**config.mk**
```make
export PLATFORM = sky130hd
export DESIGN_NAME = request_unit
export DESIGN_NICKNAME = d
export VERILOG_FILES = /design/src/rtl/cpu_types_pkg.sv /design/src/rtl/stall_watchdog.sv /design/src/rtl/request_unit.sv
export SDC_FILE = /design/constraint.sdc
export NUM_CORES = 1
export LEC_CHECK = 0
export BUFFER_PORTS_ARGS = -buffer_cell sky130_fd_sc_hd__buf_2
export CAP_MARGIN = 40
export CORE_MARGIN = 3
export CORE_UTILIZATION = 46
export DETAILED_ROUTE_END_ITERATION = 8
export PLACE_DENSITY_LB_ADDON = 0.15
export SYNTH_ARGS = -nofsm -noshare
export SYNTH_HDL_FRONTEND = slang
export SYNTH_HIERARCHICAL = 1
export SYNTH_SLANG_ARGS = --single-unit
```
**constraint.sdc**
```tcl
create_clock -name CLK -period 2.7 [get_ports CLK]
set_input_delay 0.27 -clock CLK [delete_from_list [all_inputs] [get_ports CLK]]
set_output_delay 0.27 -clock CLK [all_outputs]
set_load 0.01 [all_outputs]
```
**src/rtl/cpu_types_pkg.sv**
```systemverilog
// rtl/cpu_types_pkg.sv - shared CPU types: machine word and request-unit state encoding
package cpu_types_pkg;

  typedef logic [31:0] word_t;

  typedef enum logic [1:0] {
    FETCH  = 2'd0,
    DATA   = 2'd1,
    HALTED = 2'd2
  } reqstate_t;

endpackage

```
**src/rtl/stall_watchdog.sv**
```systemverilog
// rtl/stall_watchdog.sv - saturating stall counter with a sticky timeout flag
module stall_watchdog #(
  parameter int unsigned MAX_WAIT = 255
) (
  input  logic CLK,
  input  logic nRST,
  input  logic count_en,
  input  logic clear,
  output logic timeout
);

  localparam logic [15:0] LIMIT = 16'(MAX_WAIT);

  logic [15:0] count_q, count_d;
  logic        timeout_q, timeout_d;

  always_comb begin
    count_d = count_q;
    if (clear) begin
      count_d = '0;
    end else if (count_en && (count_q != LIMIT)) begin
      count_d = count_q + 16'd1;
    end
    // Flag rises on the edge the count lands on the limit, so it is visible the following cycle.
    timeout_d = timeout_q | (count_d == LIMIT);
  end

  always_ff @(posedge CLK) begin
    if (!nRST) begin
      count_q   <= '0;
      timeout_q <= 1'b0;
    end else begin
      count_q   <= count_d;
      timeout_q <= timeout_d;
    end
  end

  assign timeout = timeout_q;

endmodule

```
**src/rtl/request_unit.sv**
```systemverilog
// rtl/request_unit.sv - sequences instruction fetch, one data access and halt between control unit and memory
module request_unit
  import cpu_types_pkg::*;
#(
  parameter int unsigned MAX_WAIT = 255
) (
  input  logic  CLK,
  input  logic  nRST,
  input  word_t pc,
  input  logic  cu_dREN,
  input  logic  cu_dWEN,
  input  logic  cu_halt,
  input  word_t alu_out,
  input  word_t store_data,
  input  logic  ihit,
  input  logic  dhit,
  output logic  imemREN,
  output word_t imemaddr,
  output logic  dmemREN,
  output logic  dmemWEN,
  output word_t dmemaddr,
  output word_t dmemstore,
  output logic  pc_en,
  output logic  halt,
  output logic  timeout
);

  reqstate_t state_q, state_d;
  word_t     addr_q, addr_d;
  word_t     store_q, store_d;
  logic      ren_q, ren_d;
  logic      wen_q, wen_d;
  logic      count_en, hit_taken, wd_clear;

  always_comb begin
    state_d   = state_q;
    addr_d    = addr_q;
    store_d   = store_q;
    ren_d     = ren_q;
    wen_d     = wen_q;
    imemREN   = 1'b0;
    dmemREN   = 1'b0;
    dmemWEN   = 1'b0;
    pc_en     = 1'b0;
    count_en  = 1'b0;
    hit_taken = 1'b0;

    case (state_q)
      FETCH: begin
        imemREN = 1'b1;
        if (ihit) begin
          hit_taken = 1'b1;
          if (cu_halt) begin
            state_d = HALTED;
          end else if (cu_dREN || cu_dWEN) begin
            state_d = DATA;
            addr_d  = alu_out;
            store_d = store_data;
            ren_d   = cu_dREN;
            wen_d   = cu_dWEN;
          end else begin
            pc_en = 1'b1;
          end
        end else begin
          count_en = 1'b1;
        end
      end
      DATA: begin
        dmemWEN = wen_q;
        dmemREN = ren_q & ~wen_q;
        if (dhit) begin
          hit_taken = 1'b1;
          pc_en     = 1'b1;
          state_d   = FETCH;
          ren_d     = 1'b0;
          wen_d     = 1'b0;
        end else begin
          count_en = 1'b1;
        end
      end
      HALTED: begin
      end
      default: state_d = FETCH;
    endcase

    // While reset is held the memory side already sees an idle fetch, never a stale data request.
    if (!nRST) begin
      imemREN = 1'b1;
      dmemREN = 1'b0;
      dmemWEN = 1'b0;
      pc_en   = 1'b0;
    end
  end

  assign wd_clear  = hit_taken | (state_d != state_q);
  assign imemaddr  = pc;
  assign dmemaddr  = nRST ? addr_q : '0;
  assign dmemstore = nRST ? store_q : '0;
  assign halt      = (state_q == HALTED);

  always_ff @(posedge CLK) begin
    if (!nRST) begin
      state_q <= FETCH;
      addr_q  <= '0;
      store_q <= '0;
      ren_q   <= 1'b0;
      wen_q   <= 1'b0;
    end else begin
      state_q <= state_d;
      addr_q  <= addr_d;
      store_q <= store_d;
      ren_q   <= ren_d;
      wen_q   <= wen_d;
    end
  end

  stall_watchdog #(
    .MAX_WAIT(MAX_WAIT)
  ) u_stall_watchdog (
    .CLK     (CLK),
    .nRST    (nRST),
    .count_en(count_en),
    .clear   (wd_clear),
    .timeout (timeout)
  );

endmodule

```
==> results_tabular.tex <==
\begin{tabular}{lr}
\hline
Metric & Value \\
\hline
\multicolumn{2}{l}{\textbf{Run status}} \\
Result of the run & completed \\
\multicolumn{2}{l}{\textbf{Layout}} \\
Antenna fix cells & 0 \\
Ratio of cells with drive above 1 in the final layout & 28.0\% \\
Growth of design area from synthesis to finish & 16.7\% \\
Final-stage net count & 717 \\
Final standard cell count with taps included and fillers excluded & 726 \\
\multicolumn{2}{l}{\textbf{Clock tree}} \\
TritonCTS clock tree & done \\
CTS sink count & 85 \\
Clock Latency Late Sink & 340 ps \\
Depth of the CTS H-tree & 3 \\
CTS Buf Count & 9 \\
Post\_cts resized & 0 \\
Clock transition at the registers of the reported paths & 90 ps \\
Buffers from clock root to sink, at most & 2 \\
Post-CTS Setup Bufs & 0 \\
Number of hold buffers added after cts & 0 \\
Clock root buffer & sky130\_fd\_sc\_hd\_\_clkbuf\_8 \\
\multicolumn{2}{l}{\textbf{Setup path}} \\
End point of the critical path & u\_stall\_watchdog/timeout \\
Worst Reg2Reg Path Length in Cells & 6 \\
Max stage delay cell, worst path & sky130\_fd\_sc\_hd\_\_or4\_4 \\
Total buffers and inverters traversed by the critical path & 0 \\
Arrival time at the worst endpoint & 2720 ps \\
Critical Path, Cell by Cell & or4\_4 > nor3\_1 > o21ai\_0 > nand4bb\_1 > or4\_1 > o31ai\_1 \\
Cell type group with the largest total delay on the critical path & simple AND/OR/NAND/NOR gates \\
FF-to-FF setup slack & 240 ps \\
Critical path launch point & u\_stall\_watchdog/count\_q[10] \\
Kind of end point of the critical path & flop \\
Worst R2R End & u\_stall\_watchdog/timeout \\
Highest cell delay on the worst timing path & 600 ps \\
Critical path required time & 2960 ps \\
Kind of launch point of the worst setup path & flop \\
Reg-to-reg critical path startpoint & u\_stall\_watchdog/count\_q[10] \\
Crit-path max FO & 7 \\
Crit Path Category & flop to flop \\
Number of logic stages on the critical path including buffering & 6 \\
\multicolumn{2}{l}{\textbf{Route}} \\
Routed length per instance & 12.1 um \\
Number of iterations in the first detailed-routing pass & 4 \\
Post-route DRC & 0 \\
DRC marker count from the first detailed-route iteration & 85 \\
Via-per-instance ratio & 4.79 \\
Routed WL & 8770 um \\
Total via count after detailed routing & 3476 \\
Remaining number of nets flagged by the antenna check after routing & 0 \\
\multicolumn{2}{l}{\textbf{Global route}} \\
First-pass GRT wire length & 14000 um \\
Final global-route overflow total & 0 \\
Total routing resource utilization after global routing & 16.6\% \\
Number of antenna violations at the first check in global routing & 0 \\
Maximum number of pins on one net before global-route repair & 52 \\
Via count of the first global-routing pass & 3244 \\
\multicolumn{2}{l}{\textbf{Synth}} \\
Synth top cells by count & sky130\_fd\_sc\_hd\_\_nand2\_1, sky130\_fd\_sc\_hd\_\_dfxtp\_1, sky130\_fd\_sc\_hd\_\_inv\_1, sky130\_fd\_sc\_hd\_\_mux2i\_1, sky130\_fd\_sc\_hd\_\_buf\_4 \\
Most area-hungry cell type in the Yosys netlist & sky130\_fd\_sc\_hd\_\_dfxtp\_1 \\
Syn\_nets & 616 \\
Mean Syn Cell Area & 8.30 um2 \\
Sequential fraction of the synthesis area & 40.0\% \\
Number of cells produced by synthesis & 512 \\
Leading post-synthesis cells by cell area & sky130\_fd\_sc\_hd\_\_dfxtp\_1, sky130\_fd\_sc\_hd\_\_mux2i\_1, sky130\_fd\_sc\_hd\_\_nand2\_1 \\
Synth top area share & 40.0\% \\
Most used flip-flop cell after synthesis & sky130\_fd\_sc\_hd\_\_dfxtp\_1 \\
Async SR Flop Fraction & 0\% \\
FF+latch count, synth & 85 \\
Most used standard cell by instance count after synthesis & sky130\_fd\_sc\_hd\_\_nand2\_1 \\
Count of yosys warnings during synthesis & 6 \\
Post-synth cell types & 43 \\
Post-Synthesis Cell Area & 0.00425 mm2 \\
Number of enable-type register cells in the synthesized netlist & 0 \\
\multicolumn{2}{l}{\textbf{Floorplanning}} \\
Top-Level Pins & 205 \\
Die ar. & 0.0104 mm2 \\
Core region area & 0.00885 mm2 \\
Starting density of the core & 48.0\% \\
Die Span Y & 102 um \\
Row Count & 34 \\
Die extent in x & 102 um \\
\multicolumn{2}{l}{\textbf{Power}} \\
LEAKAGE & 2.74 nW \\
Worst vdd rail ir drop & 0.241 mV \\
Power per unit of standard cell area & 509 mW/mm2 \\
\multicolumn{2}{l}{\textbf{Timing}} \\
Min cycle time layout & 2460 ps \\
Portion of the clock cycle consumed by the worst path in the final layout & 91.1\% \\
Final sum of negative setup slack & 0 ps \\
Final Hold Fails & 0 \\
Maximum clock skew at final layout & 7.72 ps \\
Setup repair after global routing missed its margin & no \\
Tightest Pin Transition & 514 ps \\
Number of endpoints failing setup at the final stage & 0 \\
Slew Viols, Final & 0 \\
Achievable clock frequency & 0.407 GHz \\
Worst slew margin & 65.7\% \\
\multicolumn{2}{l}{\textbf{Hold path}} \\
Hold Path Depth & 3 \\
Min-Delay Path Class & primary input to flop \\
\multicolumn{2}{l}{\textbf{Placement}} \\
Placed cell count & 710 \\
Number of I/O port buffers & 140 \\
Final HPWL from detailed placement & 6490 um \\
Final RePlAce weighted congestion & 0.838 \\
\multicolumn{2}{l}{\textbf{Job}} \\
Maximum Capacitance Violations & 0 \\
\hline
\end{tabular}
==> how the worst min path moves through the flow <==
stage,start,end
6_report,store_data[25],store_q[25]
5_1_grt,store_data[25],store_q[25]
4_1_cts,alu_out[10],addr_q[10]
3_5_place_dp,u_stall_watchdog/timeout,u_stall_watchdog/timeout
3_3_place_gp,u_stall_watchdog/timeout,u_stall_watchdog/timeout
2_1_floorplan,nRST,u_stall_watchdog/timeout
==> tightest hold or removal path, cell delays in order <==
cell	delay (ps)
sky130_fd_sc_hd__buf_2	90
sky130_fd_sc_hd__nand2_1	50
sky130_fd_sc_hd__mux2i_1	50
==> cells by family (layout without fill, tap and decap cells) <==
| kind of cell | count (synthesis) | in the layout | synth area share, % |
|---|---|---|---|
| simple gates | 200 | 200 | 20.9 |
| buf+inv | 126 | 232 | 16.5 |
| flops | 85 | 85 | 40.0 |
| mux | 68 | 68 | 16.0 |
| compound gates | 20 | 20 | 3.86 |
| xor+xnor | 12 | 12 | 2.47 |
| fa+ha+maj | 1 | 1 | 0.294 |
==> state kept, by name (all words and copies together) (netlist names) <==
register and flops:
store_q 32, ren_q 1, wen_q 1, addr_q 32, u_stall_watchdog/count_q 16, state_q 2, u_stall_watchdog/timeout 1
==> area by class of cell <==
type	count	area, um2
Timing Repair Buffer	148	813
Sequential cell	85	1700
Inverter	68	255
Tap cell	108	135
Clock buffer	9	124
Fill cell	841	3890
Multi-Input combinational cell	301	1860
Clock inverter	7	72.6
==> routing by layer <==
| metal | routed length [um] | track usage (%) | up-vias |
|---|---|---|---|
| li1 | - | - | 1804 |
| met1 | 3900 | 20.6 | 1534 |
| met2 | 3930 | 25.8 | 114 |
| met3 | 704 | 5.46 | 24 |
| met4 | 233 | 8.27 | 0 |
| met5 | 0 | 0 | - |
==> placed cells by master, fill, tap and decap left out, drive strengths merged, types with 7 or more instances in the layout <==
master,instances
nand2,135
dfxtp,85
nand3,7
inv,70
nor2,19
xnor2,8
clkbuf,9
mux2i,68
buf,148
nand4,8
==> through the flow <==
stage                     hold WS, ps  worst slack [ps]  instance area (um2)  power [mW]  util (%)
after floorplan                   383               284                 4250        1.60         -
after global placement            444               201                 4760        1.66      53.8
after detailed placement          446               145                 4760        1.66      53.8
after CTS                         135               116                 4950        2.57      56.0
after global routing              142              67.6                 4960        2.65      56.1
final                             158               240                 4960        2.53      56.1
==> report_power, final <==
part	internal [mW]	leakage (nW)	switching, mW
logic	0.145	1.95	0.169
registers	1.30	0.691	0.0156
clock network	0.431	0.0960	0.463
(Power assumes the default switching activity.)
